[src/rtl/fifo_stream_reader.sv]
// Drains the audio sample FIFO into a valid/ready stream through a 3-entry prefetch
// buffer that hides the FIFO's one-cycle read latency; also counts stream underruns.
module fifo_stream_reader #(
  parameter int DATA_WIDTH = 16,
  parameter int CNT_WIDTH  = 16
) (
  input  logic                  clk,
  input  logic                  rst_a,
  input  logic                  fifo_empty,
  input  logic [DATA_WIDTH-1:0] fifo_data,
  output logic                  fifo_rd_en,
  output logic [DATA_WIDTH-1:0] m_data,
  output logic                  m_valid,
  input  logic                  m_ready,
  input  logic                  flush,
  output logic [1:0]            buf_level,
  output logic                  underrun,
  output logic [CNT_WIDTH-1:0]  underrun_cnt
);

  logic [DATA_WIDTH-1:0] buf_q [3];
  logic [1:0]            head_q, head_d;
  logic [1:0]            tail_q, tail_d;
  logic [1:0]            count_q, count_d;
  logic                  inflight_q, inflight_d;
  logic                  armed_q, armed_d;
  logic [CNT_WIDTH-1:0]  ucnt_q, ucnt_d;
  logic                  pop, arrive, credit;
  logic [2:0]            occupancy;

  function automatic logic [1:0] ptr_inc(input logic [1:0] p);
    return (p == 2'd2) ? 2'd0 : p + 2'd1;
  endfunction

  function automatic logic [CNT_WIDTH-1:0] sat_inc(input logic [CNT_WIDTH-1:0] v);
    return (&v) ? v : v + CNT_WIDTH'(1);
  endfunction

  // Credit counts the word already requested, so the buffer can never overflow.
  assign occupancy  = {1'b0, count_q} + {2'b00, inflight_q};
  assign credit     = (occupancy < 3'd3);
  assign fifo_rd_en = !rst_a && !fifo_empty && !flush && credit;

  assign m_valid      = (count_q != 2'd0);
  assign m_data       = buf_q[head_q];
  assign buf_level    = count_q;
  assign underrun     = armed_q && m_ready && !m_valid;
  assign underrun_cnt = ucnt_q;

  // A flush cycle reports no pop and drops the arriving word.
  assign pop    = m_valid && m_ready && !flush;
  assign arrive = inflight_q && !flush;

  always_comb begin
    head_d     = head_q;
    tail_d     = tail_q;
    count_d    = count_q;
    inflight_d = fifo_rd_en;
    armed_d    = armed_q || pop;
    ucnt_d     = underrun ? sat_inc(ucnt_q) : ucnt_q;
    if (flush) begin
      head_d     = 2'd0;
      tail_d     = 2'd0;
      count_d    = 2'd0;
      inflight_d = 1'b0;
      armed_d    = 1'b0;
    end else begin
      if (arrive) tail_d = ptr_inc(tail_q);
      if (pop)    head_d = ptr_inc(head_q);
      if (arrive && !pop)      count_d = count_q + 2'd1;
      else if (!arrive && pop) count_d = count_q - 2'd1;
    end
  end

  always_ff @(posedge clk or posedge rst_a) begin
    if (rst_a) begin
      head_q     <= 2'd0;
      tail_q     <= 2'd0;
      count_q    <= 2'd0;
      inflight_q <= 1'b0;
      armed_q    <= 1'b0;
      ucnt_q     <= '0;
    end else begin
      head_q     <= head_d;
      tail_q     <= tail_d;
      count_q    <= count_d;
      inflight_q <= inflight_d;
      armed_q    <= armed_d;
      ucnt_q     <= ucnt_d;
    end
  end

  // Storage is cleared on reset so m_data reads zero while rst_a is high.
  always_ff @(posedge clk or posedge rst_a) begin
    if (rst_a) begin
      for (int i = 0; i < 3; i++) buf_q[i] <= '0;
    end else if (arrive) begin
      buf_q[tail_q] <= fifo_data;
    end
  end

endmodule

[config.mk]
export PLATFORM = sky130hd
export DESIGN_NAME = fifo_stream_reader
export DESIGN_NICKNAME = d
export VERILOG_FILES = /design/src/rtl/fifo_stream_reader.sv
export SDC_FILE = /design/constraint.sdc
export NUM_CORES = 1
export LEC_CHECK = 0
export ABC_AREA = 1
export CAP_MARGIN = 20
export CORE_MARGIN = 5
export CORE_UTILIZATION = 48
export DETAILED_ROUTE_END_ITERATION = 8
export GPL_ROUTABILITY_DRIVEN = 1
export PLACE_DENSITY_LB_ADDON = 0.25
export SYNTH_ARGS = -nofsm -noshare
export SYNTH_HDL_FRONTEND = slang
export SYNTH_SLANG_ARGS = --single-unit
[constraint.sdc]
create_clock -name clk -period 2.2 [get_ports clk]
set_input_delay 0.22 -clock clk [delete_from_list [all_inputs] [get_ports clk]]
set_output_delay 0.22 -clock clk [all_outputs]
set_load 0.02 [all_outputs]
# Yosys cells after proc, flatten, opt, wreduce, memory -nomap -nowiden

Index checks and enable logic that the tools add are counted.

Register bits: 72
Input bits: 21
Output and inout bits: 37
Word-level logic and storage cells: 65

$add $sub $neg: 6
$lt $le $gt $ge: 4
Equal/unequal tests: 2
Multiplexer cells: 17
Bitwise gates (word level): 3
Reductions and logical operators: 24

Operators with widths:

| operator              | count |
|---|---|
| $bwmux 48             | 1 |
| $mux 16               | 3 |
| $bmux 16 s2           | 1 |
| $demux 16 s2          | 1 |
| $mux 2                | 9 |
| $add 16x1->16 const B | 1 |
| $reduce_and 16->1     | 1 |
| $logic_and 1x1->1     | 11 |
| $add 2x1->2 const B   | 3 |
| $ge 3x3->1 const B    | 2 |
| $logic_not 1->1       | 6 |
| $not 2->3             | 2 |
| $reduce_bool 2->1     | 3 |
| $eq 2x2->1 const B    | 2 |
| $add 2x1->3           | 1 |
| $lt 3x1->1 const B    | 1 |
| $lt 3x2->1 const B    | 1 |
| $reduce_bool 3->1     | 1 |
| $mux 1                | 2 |
| $reduce_and 2->1      | 1 |
| $sub 2x1->2 const B   | 1 |
| $logic_or 1x1->1      | 1 |
| $not 1->1             | 1 |

# Longest topological paths before layout

Depth after elaboration: 7
Depth in mapped cells: 9
Depth with buffers taken out: 8

# Least setup slack after synthesis

Ideal clock, no wire load.

Path type: flip-flop to output port
Start point: register count_q[0], in the netlist buf_level[0]
End point: output port fifo_rd_en
Data arrival time: 1.601 ns
Data required time: 1.980 ns
Slack: 0.379 ns
Stages on the path, launching flop included: 5
Path buffers: 0
Cell sequence: dfrtp_1 ha_1 ha_1 nor4_1 a21boi_0

Word-level cells in the longest chain between the ends: 3

RTL lines:

| item                   | line | source |
|---|---|---|
| from (decl)            | 24   | `logic [1:0] count_q, count_d;` |
| from (signal assigned) | 86   | `count_q <= count_d;` |
| $add 2x1->3            | 40   | `assign occupancy = {1'b0, count_q} + {2'b00, inflight_q};` |
| $lt 3x2->1             | 41   | `assign credit = (occupancy < 3'd3);` |
| $logic_and 1x1->1      | 42   | `assign fifo_rd_en = !rst_a && !fifo_empty && !flush && credit;` |
| to (decl)              | 11   | `output logic fifo_rd_en,` |

No other way between the ends.

# Final worst setup path

Start point: register head_q[0]
End point: output port m_data[9]

Word-level cells in the longest chain between the ends: 4

RTL lines:

| item                                        | line | source |
|---|---|---|
| from (decl)                                 | 22   | `logic [1:0] head_q, head_d;` |
| from (signal assigned)                      | 77   | `head_q <= 2'd0;` |
| from (signal assigned)                      | 84   | `head_q <= head_d;` |
| $not 2->3 (not written as such)             | 45   | `assign m_data = buf_q[head_q];` |
| $bmux 16 s2                                 | 45   |  |
| $mux 16 (not written as such) (2 in series) | 45   |  |
| to (decl)                                   | 12   | `output logic [DATA_WIDTH-1:0] m_data,` |

No other way between the ends. The select of a mux whose other input is x is not followed.

==> flow_metrics.tcl <==
set metrics [dict create \
    status "finished, final reports clean" \
    arrival_ps 1880 \
    syn_to_final_growth_pct 29.7 \
    dp_slack_ps 57.7 \
    path_max_fanout 17 \
    dp_cells 598 \
    grt_util_all_layers 0.195 \
    hp-class "in -> async" \
    cts_setup_buffers 0 \
    max_stage_delay_ps 620 \
    p_leak_uw 0.00219 \
    gp_congestion 0.886 \
    crit_top_cell "nand3_1" \
    worst_skew_pair.late_latency_ps 340 \
    worst_ep_required_time_ps 1980 \
    cts-root-buf "clkbuf_8" \
    hold_slack_ps 289 \
    synth_area_um2 3490 \
    antenna_left 0 \
    layout_common_cells "nand2_1, dfrtp_1, nand3_1" \
    synth_simple_gate_area_frac 0.297 \
    fmax_ghz 0.477 \
    die_h_um 95.3 \
    fin_ws_ps 102 \
    die_area_um2 9090 \
    cts_buffers 9 \
    finalCritPeriodShare 0.954 \
    slew_headroom 0.643 \
    synthXorXnorAreaFrac 0.0175 \
    num_antenna_cells 0 \
    finClkSkew_ps 11.3 \
    fin_setup_tns_ps 0 \
    final_max_slew_viol_count 0 \
    yosys.area.top_type_share 0.516 \
    synth-seq-cells 72 \
    drv_cap 0 \
    grt_pass1_wl_um 13900 \
    numPortBuffers 57 \
    synth_nets 466 \
    grt_pass1_vias 2957 \
    crit_type "reg -> out" \
    cts.sinks 72 \
    chipWidth_um 95.3 \
    period_minus_slack_ps 2100 \
    dp_hpwl_um 5630 \
    routed_via_density 5.07 \
    grt_antenna_before_repair 0 \
    synth.distinct_cells 27 \
    core_um2 7180 \
    worstSetupEndpointType "primary output" \
    cp_cell_sequence "inv_2 > nand3_1 > nand3_1 > clkdlybuf4s50_1" \
    finalSetupViolCount 0 \
    hold_viol 0 \
    synth_area_leaders "dfrtp_1, nand2_1, nand3_1" \
    vias 3115 \
    synth_compound_area_frac 0.0938 \
    drive_gt1_frac 0.0913 \
    final-seq-area_um2 1800 \
    synth_adder_area_share 0.0107 \
    place_area_um2 4280 \
    stdcell_area_um2 4530 \
    drt_pass1_iterations 4 \
    rsz0062_at_grt "no" \
    synth_largest_area_cell "dfrtp_1" \
    clk_pin_slew_ps 70 \
    fin_cells 614 \
    cts_tree "yes" \
    drt_iter0_markers 158 \
    power.density_nw_per_um2 947 \
    grt_max_degree 34 \
    num_rows 31 \
    nets 534 \
    drc 0 \
    clockBufferDepth 2 \
    synthCells 442 \
    multi_input_area_um2 1470 \
    ir_drop_mv 0.444 \
    ys_seq_area_frac 0.516 \
    muxShareOfSynthArea 0 \
    drt_wl_total_um 8010 \
    ioPinCount 58 \
    fillers 628 \
    yosysWarningCount 0 \
    synth_top_family_by_area "simple AND/OR/NAND/NOR gates" \
    final_common_cell "nand2_1" \
    slowest_stage "clkdlybuf4s50_1" \
    worstMarginPinSlew_ps 535 \
    cts_max_level 3 \
    crit_path_start_kind "flop" \
    start_util 0.487 \
    wl_per_cell_um 13.0 \
    syn_avg_cell_area_um2 7.91 \
    grt_overflow 0 \
]
## worst max-delay path: cells and delay by family (launching register included)
family / cells / cell delay, ps
buffers and inverters: 2 / 890
flip-flops: 1 / 410
AND/OR/NAND/NOR: 2 / 230
## report_power, final
| part | total [uW] | internal [uW] | leakage (uW) | switching (uW) |
|---|---|---|---|---|
| clock network | 1250 | 750 | 0.000116 | 498 |
| logic | 1350 | 585 | 0.00111 | 762 |
| registers | 1700 | 1550 | 0.000968 | 153 |
| total | 4290 | 2880 | 0.00219 | 1410 |
## routing by layer
metal / vias up / global-route usage / share of wire
li1: 1561 / - / -
met1: 1464 / 0.271 / 0.48
met2: 83 / 0.307 / 0.47
met3: 7 / 0.0331 / 0.050
met4: 0 / 0.0697 / 0.0081
met5: - / 0 / 0
## path summary, 6_finish.rpt
| path | from | endpoint | slack (ps) | cells past startpoint |
|---|---|---|---|---|
| worst max-delay path | head_q[0]$_DFFE_PP0P_ | m_data[9] | 100 | 4 |
| worst min-delay path | rst_a | buf_level[1]$_DFFE_PP0P_ | 290 | 2 |
| worst max register to register | underrun_cnt[0]$_DFFE_PP0P_ | underrun_cnt[5]$_DFFE_PP0P_ | 570 | 7 |
| worst min register to register | buf_q[37]$_DFFE_PP0P_ | buf_q[37]$_DFFE_PP0P_ | 490 | 2 |
| max in group asynchronous | rst_a | buf_q[37]$_DFFE_PP0P_ | 1380 | 3 |
| min in group clk | fifo_data[3] | buf_q[35]$_DFFE_PP0P_ | 460 | 3 |
## cells in the mapped netlist
cell and number:
nand3_1 61, o22ai_1 1, dfrtp_1 72, clkinv_1 1, o21ai_4 1, xor2_1 2
nor2_4 2, buf_1 2, clkbuf_1 12, nor3_1 1, o21ai_0 57, nor2_1 16
a21boi_0 2, buf_2 2, nand2_4 1, nand4_1 6, inv_2 3, ha_1 3
nand2_2 3, nor4_1 1, xnor2_1 5, inv_1 34, a21oi_1 1, nor2_2 1
buf_6 2, nand2_1 149, and2_1 1
## cell type report
cell class	count	area share
inverters	38	0.0315
flip-flops and latches	72	0.398
multi-input cells	314	0.325
clock inverters	6	0.0237
repair buffers	75	0.167
well taps	99	0.0273
clock buffers	10	0.0282
## stage by stage
step                utilization  power, uW
floorplan                     -       2470
global placement          0.596       3060
detailed placement        0.596       3090
CTS                       0.629       4340
global route              0.632       4550
finish                    0.632       4290
## logic make-up (layout without fill, tap and decap cells)
logic type	after synthesis	count (layout)
AND/OR/NAND/NOR	242	242
buffers and inverters	56	129
flip-flops	72	72
adder cells (fa/ha/maj)	3	3
XOR/XNOR	7	7
AO/OA/AOI/OAI	62	62
## sequential cells by signal (all words and copies together) (netlist names)
| register | count |
|---|---|
| underrun_cnt | 16 |
| buf_q | 48 |
| inflight_q | 1 |
| buf_level | 2 |
| tail_q | 2 |
| head_q | 2 |
| armed_q | 1 |
## what timing repair did
action | CTS | global route
endpoints found under the setup margin | 1 | 6
gates resized for setup | 4 | 7
hold buffers | 0 | 0
Power figures use the tool's default switching activity.
==> edit: new RTL, config.mk and constraints unchanged <==
`DATA_WIDTH`: 16 -> 20.
--- a/src/rtl/fifo_stream_reader.sv
+++ b/src/rtl/fifo_stream_reader.sv
@@ -1,7 +1,7 @@
 // Drains the audio sample FIFO into a valid/ready stream through a 3-entry prefetch
 // buffer that hides the FIFO's one-cycle read latency; also counts stream underruns.
 module fifo_stream_reader #(
-  parameter int DATA_WIDTH = 16,
+  parameter int DATA_WIDTH = 20,
   parameter int CNT_WIDTH  = 16
 ) (
   input  logic                  clk,
Ports: changed (resized fifo_data and m_data); port bits go from 58 to 66. No check against the original RTL was run, so the function may have changed too.
==> edit against the original RTL <==
  * Setup slack gained 0.054 ns
  * Design area rose by 12%
  * First-iteration DRC count increased by 2.5%
  * Routed wire length up 14%
  * Power is 3.2% higher
  * Global-route usage decreased by 0.63 points
  * Area after synthesis rose by 14%
  * Sequential cell count increased by 12
  * Critical path type unchanged
  * Largest power group unchanged
==> edit: results <==
group,metric,value,unit
synth,synth_cells,499,
finish,drive_gt1_share,7.36,%
route,via_per_inst,5.09,
critical_path,worstPathArrival,1.82,ns
critical_path,crit_path_start,"buf_level[0]",
placement,dp_hpwl,6110,µm
finish,largest_reg_flops,60,
placement,placed_cell_area,0.00484,mm²
critical_path,timing.rr.end,"underrun_cnt[11]",
route,drt_iter0_drc,162,
critical_path,reg2reg_from,"underrun_cnt[1]",
placement,port_buffers,65,
global_route,grt_use_total,18.8,%
critical_path,critPathCapture,"underrun",
run_status,outcome,"completed",
critical_path,rr_worst_depth,8,
global_route,grt_pass1_wl,15500,µm
synth,yosysUniqueCellTypes,26,
power_and_ir_drop,p_leak,2.51,nW
placement,place_inst,661,
power_and_ir_drop,ir_drop,0.532,mV
critical_path,r2r_slack,0.47,ns
placement,finalWeightedCongestion,0.786,
sta,slew_headroom,73.4,%
synth,syn_nets,527,
route,num_vias,3438,
synth,synth_area_leaders,"dfrtp_1 (53%), nand2_1 (17%), o21ai_0 (7.9%)",
critical_path,cp_max_fo,5,
sta,finClkSkew,0.0104,ns
## edit: final cells by class
class,instances,area (µm²)
clock buffers,10,128
inverters,41,160
repair buffers,80,837
fillers,718,3080
clock inverters,5,77.6
multi-input cells,351,1620
well taps,105,131
flip-flops and latches,84,2100
## edit: power breakdown
part	total (mW)	switching [mW]	leakage, nW	internal (mW)
logic	1.35	0.771	1.28	0.575
clock network	1.15	0.524	0.102	0.630
registers	1.93	0.156	1.13	1.78
## edit: how the worst min path moves through the flow
stage	startpoint	endpoint	slack [ns]
floorplan	flush	armed_q	0.28
global placement	buf_q[22]	buf_q[22]	0.47
detailed placement	buf_q[45]	buf_q[45]	0.47
CTS	rst_a	buf_level[0]	0.19
global route	rst_a	buf_level[0]	0.20
finish	rst_a	buf_level[0]	0.19
## edit: cell families after synthesis
kind of cell,share of synthesized area [%]
buffers and inverters,6.48
AOI/OAI and AO/OA,9.81
adders and majority gates,0.943
and+or+nand+nor,28.4
xor gates and xnor gates,1.54
DFF,52.8
## edit: through the flow
step	hold WS, ns	util (%)	setup slack (ns)	total power [mW]
final	0.192	62.2	0.157	4.43
after global routing	0.202	62.2	0.0622	4.72
after CTS	0.185	61.9	0.00100	4.53
after detailed placement	0.473	59.5	0.121	3.40
after global placement	0.465	59.5	0.126	3.36
after floorplan	0.283	-	0.378	2.75
## edit: routing by layer
metal,vias to the layer above,track usage (%),part of all wire [%]
met5,-,0,0
met4,0,7.06,1.4
met3,12,3.04,5.6
met2,85,30.5,49
met1,1609,25.5,44
li1,1732,-,-
